==> src/rtl/spi_slave_rx.sv <==
`timescale 1ns/1ps
// spi_slave_rx: SPI slave receiver running entirely in the SCLK domain.
// The SPI pins are oversampled through synchronisers. Words of WIDTH bits are
// assembled on the sample edge selected by CPOL/CPHA, and each word carries a
// DC flag latched at bit DC_BIT. Completed words go into a FIFO_DEPTH-deep FIFO
// that the consumer drains with a valid/ready handshake.
//
// Ports:
//   SCLK, Rst        system clock and asynchronous active-high reset
//   SPI_CLK          SPI clock (asynchronous)
//   SPI_DATA         MOSI (asynchronous)
//   CS_n             chip select, active low (asynchronous)
//   DC_in            command/data line (asynchronous)
//   out_data/out_dc  registered FIFO head word and its DC flag
//   out_valid        FIFO non-empty
//   out_ready        consumer accepts the head word
//   level            FIFO occupancy
//   overflow         sticky flag: a completed word was dropped
//   ovf_clr          synchronous clear of overflow; wins over a same-cycle set
//   frame_end        one-cycle pulse on the synchronised CS_n rising edge
module spi_slave_rx #(
    parameter int WIDTH      = 8,
    parameter int CPOL       = 0,
    parameter int CPHA       = 0,
    parameter int MSB_FIRST  = 1,
    parameter int DC_BIT     = 1,
    parameter int FIFO_DEPTH = 4
) (
    input  logic                          SCLK,
    input  logic                          Rst,
    input  logic                          SPI_CLK,
    input  logic                          SPI_DATA,
    input  logic                          CS_n,
    input  logic                          DC_in,
    output logic [WIDTH-1:0]              out_data,
    output logic                          out_dc,
    output logic                          out_valid,
    input  logic                          out_ready,
    output logic [$clog2(FIFO_DEPTH):0]   level,
    output logic                          overflow,
    input  logic                          ovf_clr,
    output logic                          frame_end
);
    localparam int   CW   = $clog2(WIDTH);
    localparam int   PW   = $clog2(FIFO_DEPTH);
    localparam int   LW   = PW + 1;
    localparam logic IDLE = 1'(CPOL);
    localparam bit   RISE = (CPOL == CPHA);   // CPOL xor CPHA == 0 samples on rising

    typedef struct packed {
        logic             dc;
        logic [WIDTH-1:0] data;
    } entry_t;

    // Synchronisers: [0] stage 1, [1] stage 2, [2] history used for edge detection
    logic [2:0] clk_s, cs_s;
    logic [1:0] dat_s, dc_s;

    always_ff @(posedge SCLK or posedge Rst) begin
        if (Rst) begin
            clk_s <= {3{IDLE}};
            cs_s  <= 3'b111;
            dat_s <= '0;
            dc_s  <= '0;
        end else begin
            clk_s <= {clk_s[1:0], SPI_CLK};
            cs_s  <= {cs_s[1:0], CS_n};
            dat_s <= {dat_s[0], SPI_DATA};
            dc_s  <= {dc_s[0], DC_in};
        end
    end

    logic sample_edge, selected, sample, last, push, push_dc;
    logic [CW-1:0]    cnt;
    logic [WIDTH-1:0] sh, sh_nxt;
    logic             dc_hold;
    entry_t           new_entry;

    assign sample_edge = RISE ? (clk_s[1] & ~clk_s[2]) : (~clk_s[1] & clk_s[2]);
    assign selected    = ~cs_s[1];
    assign sample      = selected & sample_edge;
    assign last        = (cnt == CW'(WIDTH - 1));
    assign push        = sample & last;
    assign sh_nxt      = (MSB_FIRST != 0) ? {sh[WIDTH-2:0], dat_s[1]} : {dat_s[1], sh[WIDTH-1:1]};
    // When the DC bit is the current bit, dc_hold has not caught it yet
    assign push_dc     = (cnt == CW'(DC_BIT)) ? dc_s[1] : dc_hold;
    assign new_entry   = '{dc: push_dc, data: sh_nxt};

    always_ff @(posedge SCLK or posedge Rst) begin
        if (Rst) begin
            cnt       <= '0;
            sh        <= '0;
            dc_hold   <= 1'b0;
            frame_end <= 1'b0;
        end else begin
            frame_end <= cs_s[1] & ~cs_s[2];
            if (!selected) begin
                cnt <= '0;   // also discards any partial word
            end else if (sample) begin
                sh  <= sh_nxt;
                cnt <= last ? '0 : cnt + CW'(1);
                if (cnt == CW'(DC_BIT))
                    dc_hold <= dc_s[1];
            end
        end
    end

    // Output FIFO with a registered head copy
    entry_t        mem [FIFO_DEPTH];
    entry_t        head;
    logic [PW-1:0] wr_ptr, rd_ptr, rd_nxt;
    logic [LW-1:0] level_nxt;
    logic          pop, full, wr_en;

    assign pop    = out_valid & out_ready;
    assign full   = (level == LW'(FIFO_DEPTH));
    assign wr_en  = push & (~full | pop);   // full slot is freed by a same-cycle pop
    assign rd_nxt = rd_ptr + PW'(1);

    always_comb begin
        level_nxt = level;
        if (wr_en && !pop)
            level_nxt = level + LW'(1);
        else if (!wr_en && pop)
            level_nxt = level - LW'(1);
    end

    always_ff @(posedge SCLK) begin
        if (wr_en)
            mem[wr_ptr] <= new_entry;
    end

    always_ff @(posedge SCLK or posedge Rst) begin
        if (Rst) begin
            wr_ptr    <= '0;
            rd_ptr    <= '0;
            level     <= '0;
            out_valid <= 1'b0;
            head      <= '0;
            overflow  <= 1'b0;
        end else begin
            if (wr_en) wr_ptr <= wr_ptr + PW'(1);
            if (pop)   rd_ptr <= rd_nxt;
            level     <= level_nxt;
            out_valid <= (level_nxt != '0);
            // On full push+pop wr_ptr == rd_ptr; the next head sits at rd_ptr+1,
            // so overwriting the slot being popped is harmless.
            if (pop) begin
                if (level > LW'(1))
                    head <= mem[rd_nxt];
                else if (wr_en)
                    head <= new_entry;
            end else if (wr_en && level == '0) begin
                head <= new_entry;
            end
            if (ovf_clr)
                overflow <= 1'b0;
            else if (push && full && !pop)
                overflow <= 1'b1;
        end
    end

    assign out_data = head.data;
    assign out_dc   = head.dc;
endmodule

==> config.mk <==
export PLATFORM = sky130hd
export DESIGN_NAME = spi_slave_rx
export DESIGN_NICKNAME = d
export VERILOG_FILES = /design/src/rtl/spi_slave_rx.sv
export SDC_FILE = /design/constraint.sdc
export NUM_CORES = 1
export LEC_CHECK = 0
export ABC_CLOCK_PERIOD_IN_PS = 1900
export CAP_MARGIN = 20
export CORE_UTILIZATION = 25
export CTS_BUF_LIST = sky130_fd_sc_hd__clkbuf_8
export DETAILED_ROUTE_END_ITERATION = 6
export SLEW_MARGIN = 10
export SYNTH_ARGS = -nofsm -noshare
export SYNTH_HDL_FRONTEND = slang
export SYNTH_SLANG_ARGS = --single-unit
==> constraint.sdc <==
create_clock -name SCLK -period 1.9 [get_ports SCLK]
set_input_delay 0.285 -clock SCLK [delete_from_list [all_inputs] [get_ports SCLK]]
set_output_delay 0.285 -clock SCLK [all_outputs]
set_load 0.005 [all_outputs]
---- Word-level counts from Yosys, hierarchy flattened ----
Memory sizes are Yosys's and may differ from the RTL's.
Cells that the tools add are included.
W data, S select, Z words.
storage, ports and cells
  input bits .............................. 8
  bits in writable memories ............... 36
  memories kept ........................... 1
  bits in registers ....................... 40
memory list
  memory  depth  width  read ports  clocked after Yosys merged registers in  wr ports  RTL line  source
  mem     4      9      1           0                                        1         109       entry_t mem [FIFO_DEPTH];
operators by class
  bitwise operators ....................... 11
  add/subtract/negate cells ............... 5
  reductions and logical operators ........ 14
  eq/ne operators ......................... 4
  order comparisons ....................... 1
  muxes and demuxes ....................... 14
operators with widths
  kind                   count
  $mux W9                4
  $mux W3                5
  $add A3 B1 Y3 const B  2
  $and A1 B1 Y1          6
  $eq A3 B3 Y1 const B   2
  $reduce_bool A2 Y1     3
  $logic_and A1 B1 Y1    5
  $mux W1                5
  $add A2 B1 Y2 const B  2
  $not A1 Y1             4
  $reduce_and A2 Y1      2
  $eq A3 B1 Y1 const B   1
  $gt A3 B1 Y1 const B   1
  $logic_not A3 Y1       1
  $ne A3 B1 Y1 const B   1
  $reduce_bool A3 Y1     1
  $sub A3 B1 Y3 const B  1
  $logic_not A1 Y1       2
  $or A1 B1 Y1           1

---- Depth between registers and ports, before layout ----
  depth in word-level cells ............... 10
  mapped depth ............................ 6
  depth with buffers taken out ............ 6

---- Worst setup path after synthesis ----
No wires, ideal clock.
  kind .................................... register -> register
  start ................................... register cnt[0]
  end ..................................... memory mem[0][0] (netlist bit) (enable)
  arrival ................................. 1.575 ns
  cell stages (with the launch flop) ...... 6
  path slack .............................. -0.012 ns
  clock period less this slack ............ 1.912 ns
  required time ........................... 1.563 ns
  cell sequence ........................... dfrtp_1 > ha_1 > ha_1 > nand4bb_4 > a31oi_1 > and2_1
on the way
  cells in the longest elaborated chain, start to end .. 5
RTL lines
  item                           RTL line  source
  start: declaration             74        logic [CW-1:0] cnt;
  start signal: assignment       101       cnt <= last ? '0 : cnt + CW'(1);
  $eq A3 B3 Y1                   82        assign last = (cnt == CW'(WIDTH - 1));
  $and A1 B1 Y1                  83        assign push = sample & last;
  $and A1 B1 Y1                  117       assign wr_en = push & (~full | pop);
  $mux W1                        129       if (wr_en)
  $mux W1 (not written as such)  130       mem[wr_ptr] <= new_entry;
  end: declaration               109
Every way passes these cells.

---- Final worst setup path ----
  start ................................... register cnt[0]
  end ..................................... register out_valid
on the way
  cells in the longest elaborated chain, start to end .. 8
  elaborated cells between the ends (all ways) .. 9
  those cells by class .................... eq/ne (1); mux (2); bitwise (2); reduce/logical (4)
RTL lines
  item                    RTL line  source
  $eq A3 B3 Y1 *          82
  $and A1 B1 Y1 *         83
  $and A1 B1 Y1 *         117
  $logic_not A1 Y1        124       else if (!wr_en && pop)
  $logic_and A1 B1 Y1     124
  $mux W3                 124
  $mux W3 *               122       if (wr_en && !pop)
  $reduce_bool A3 Y1 *    145       out_valid <= (level_nxt != '0);
  end signal: assignment  145
  end: declaration        37        output logic out_valid,
Every way passes the cells marked *; elsewhere a longest branch is shown, timed or not.
A chain may end at the register's enable or synchronous reset.

==> reports/metrics.csv <==
metric;value;unit
status;finished, final reports clean;
fin cells;399;
Pwr per Cell Area;1340;mW/mm²
Worst Path Max Fanout;4;
Nets;244;
clock buffer depth;2;
Hold Buf Count CTS;0;
sequential area share after synthesis;67.4;%
syn avg cell area;17.5;µm²
die area;0.0128;mm²
final hold vios;0;
CTS Root Cell;clkbuf_8;
Synth area leader;edfxtp_1;
Final Cycle Share;96.5;%
DP Cell Count;383;
final instance area;0.00399;mm²
net count of the mapped netlist;195;
FF/Latch Area;0.00209;mm²
RSZ-0062 raised after global routing;yes;
post-synthesis cell area;0.00310;mm²
slew margin rel.;82.2;%
pin count of the biggest net entering global routing;41;
Final Wtd Congestion;0.734;
vias in the first global route;1630;
clock slew at reported path FFs;0.08;ns
Synth cell types;32;
total track usage;9.03;%
Fillers;1151;
worst-skew pair later-pin latency;0.35;ns
die width;113;µm
Inserted Clock Buffers;9;
area share of the largest cell type after synthesis;34.9;%
fraction of layout cells with a size suffix above 1;38.1;%
Chip Height;113;µm
1st-pass router iterations;4;
Top-Level Pins;23;
CTS sink cnt;76;
cells after synthesis;177;
initial drt markers;62;
crit path time final;1.83;ns
FF+latch count, synth;76;
Arr. time, crit path;2.06;ns
Worst Skew;0.0125;ns
Remaining DRCs;0;
DP Area;0.00372;mm²
wire length of the first global-routing pass;8480;µm
CP startpoint kind;register;
Std-Cell Rows;40;
Max rail drop VDD;0.386;mV
CP Class;register to register;
max cap viols;0;
Tightest Pin Transition;0.260;ns
Slew Viols, Final;0;
multi-input logic area;0.00101;mm²
Setup violations, final;0;
Starting Density;25.7;%
slowest stage delay, CP;0.37;ns
I/O Buffers;22;
# diodes;0;
FMAX;546;MHz
Pwr Total;5.36;mW
critical path's slowest cell;dfrtp_1;
Tightest Hold Check Type;input pin to asynchronous set/reset pin;
Area growth syn-to-layout;28.9;%
Setup crit end kind;register;
initial antenna violation count;0;
Routed WL;5320;µm
HPWL Detailed;3450;µm
Synth area leaders;edfxtp_1 (35%), dfrtp_1 (30%), mux2_2 (10%), mux4_2 (5.8%), ha_1 (4.0%);
level count of the clock H-tree;3;
Synthesis Warnings;0;
vias per cell;4.07;
CTS tree;done;
total grt overflow;0;
Core Area;0.0121;mm²
via count;1625;
crit path cell chain;ha_2 -> ha_4 -> nand4bb_4 -> and3_4 -> a311o_1 -> a211o_1;
DR WL/cell;13.3;µm
Final ANT Viol Nets;0;
worst endpoint required time;2.13;ns
leakage power figure;1.53;nW
cell usage after synthesis (all sizes together):
| library cell | n |
|---|---|
| dfrtp | 37 |
| edfxtp | 36 |
| mux2 | 28 |
| ha | 10 |
| mux4 | 9 |
| inv | 7 |
| and2 | 6 |
| nor2 | 5 |
| mux2i | 4 |
| o21ai | 4 |
| xnor2 | 4 |
| a21oi | 3 |
| dfstp | 3 |
| nand2 | 3 |
| buf | 2 |
| clkbuf | 2 |
| nor2b | 2 |
| nor3 | 2 |
| a211o | 1 |
| a22oi | 1 |
| a311o | 1 |
| a31oi | 1 |
| a41oi | 1 |
| and3 | 1 |
| and4bb | 1 |
| nand2b | 1 |
| nand4bb | 1 |
| nor4b | 1 |
report_power, final:
group,internal [mW],switching (mW)
clock,0.762,0.634
combinational,1.06,0.602
sequential,2.06,0.243
total,3.88,1.48
cells by family (layout without fill, tap and decap cells):
family / after synthesis / after routing / share of synthesized area (%)
flops: 76 / 76 / 67.4
mux: 41 / 41 / 18.1
simple gates: 23 / 23 / 4.97
compound gates: 12 / 12 / 2.71
buf+inv: 11 / 65 / 1.62
fa+ha+maj: 10 / 10 / 4.04
xor+xnor: 4 / 4 / 1.13
layer usage:
layer	vias up	track usage (%)	routed length, µm
li1	761	-	-
met1	829	10.7	2390
met2	25	14.4	2660
met3	10	2.95	170
met4	0	5.18	99
met5	-	0	0
critical path: cells and delay by family (launching register included):
family | cells | cell delay (ns)
AND/OR/NAND/NOR | 2 | 0.37
AO/OA/AOI/OAI | 2 | 0.62
adder cells (fa/ha/maj) | 2 | 0.35
flip-flops | 1 | 0.37
sequential cells by signal (all words and copies together) (netlist names), 2 cells and up:
| signal | flops |
|---|---|
| clk_s | 3 |
| cnt | 3 |
| cs_s | 3 |
| dat_s | 2 |
| dc_s | 2 |
| level | 3 |
| mem | 36 |
| out_data | 8 |
| rd_ptr | 2 |
| sh | 7 |
| wr_ptr | 2 |
worst paths after layout:
check,to,slack (ns),startpoint,depth (start not counted)
max,out_valid$_DFF_PP0_,0.07,cnt[0]$_DFFE_PP0P_,6
min,clk_s[2]$_DFF_PP0_,0.28,Rst,3
min reg2reg,dat_s[1]$_DFF_PP0_,0.36,dat_s[0]$_DFF_PP0_,0
max reg2reg,out_valid$_DFF_PP0_,0.07,cnt[0]$_DFFE_PP0P_,6
min in group SCLK,cs_s[0]$_DFF_PP1_,0.34,CS_n,1
max in group asynchronous,cs_s[0]$_DFF_PP1_,1.36,Rst,3
final cells by class:
type,count,area share [%]
Clock buffer,9,3.10
Sequential cell,76,52.3
Multi-Input combinational cell,90,25.2
Tap cell,168,5.27
Clock inverter,7,2.66
Timing Repair Buffer,42,10.8
Inverter,7,0.658
through the flow:
stage | TNS (ns) | setup slack [ns] | hold WS, ns | utilization [%]
6_report | 0 | 0.0671 | 0.284 | 33.1
5_1_grt | -0.00462 | -0.00462 | 0.285 | 33.1
4_1_cts | -0.324 | -0.0255 | 0.279 | 32.8
3_5_place_dp | -2.10 | -0.0664 | 0.340 | 30.8
3_3_place_gp | -1.44 | -0.0439 | 0.335 | 30.8
2_1_floorplan | 0 | 0.0556 | 0.289 | -
cell usage in the layout (no fill, tap or decap), types with 3 or more instances in the layout:
cell / netlist / final
dfrtp_1: 37 / 37
edfxtp_1: 36 / 36
mux2_2: 28 / 27
clkdlybuf4s50_1: 0 / 22
buf_4: 0 / 15
clkbuf_8: 0 / 9
mux4_2: 8 / 8
ha_1: 10 / 8
inv_1: 7 / 7
buf_12: 0 / 5
nor2_1: 4 / 4
xnor2_1: 4 / 4
mux2i_1: 4 / 4
a21oi_1: 3 / 3
nand2_1: 3 / 3
and2_4: 0 / 3
dfstp_2: 3 / 3
repair_timing:
item	in CTS	in global routing
pin swaps	0	0
buffers inserted	0	0
endpoints found under the setup margin	37	31
resized for setup	2	9
Note: power is estimated with default switching activity, not from simulation.
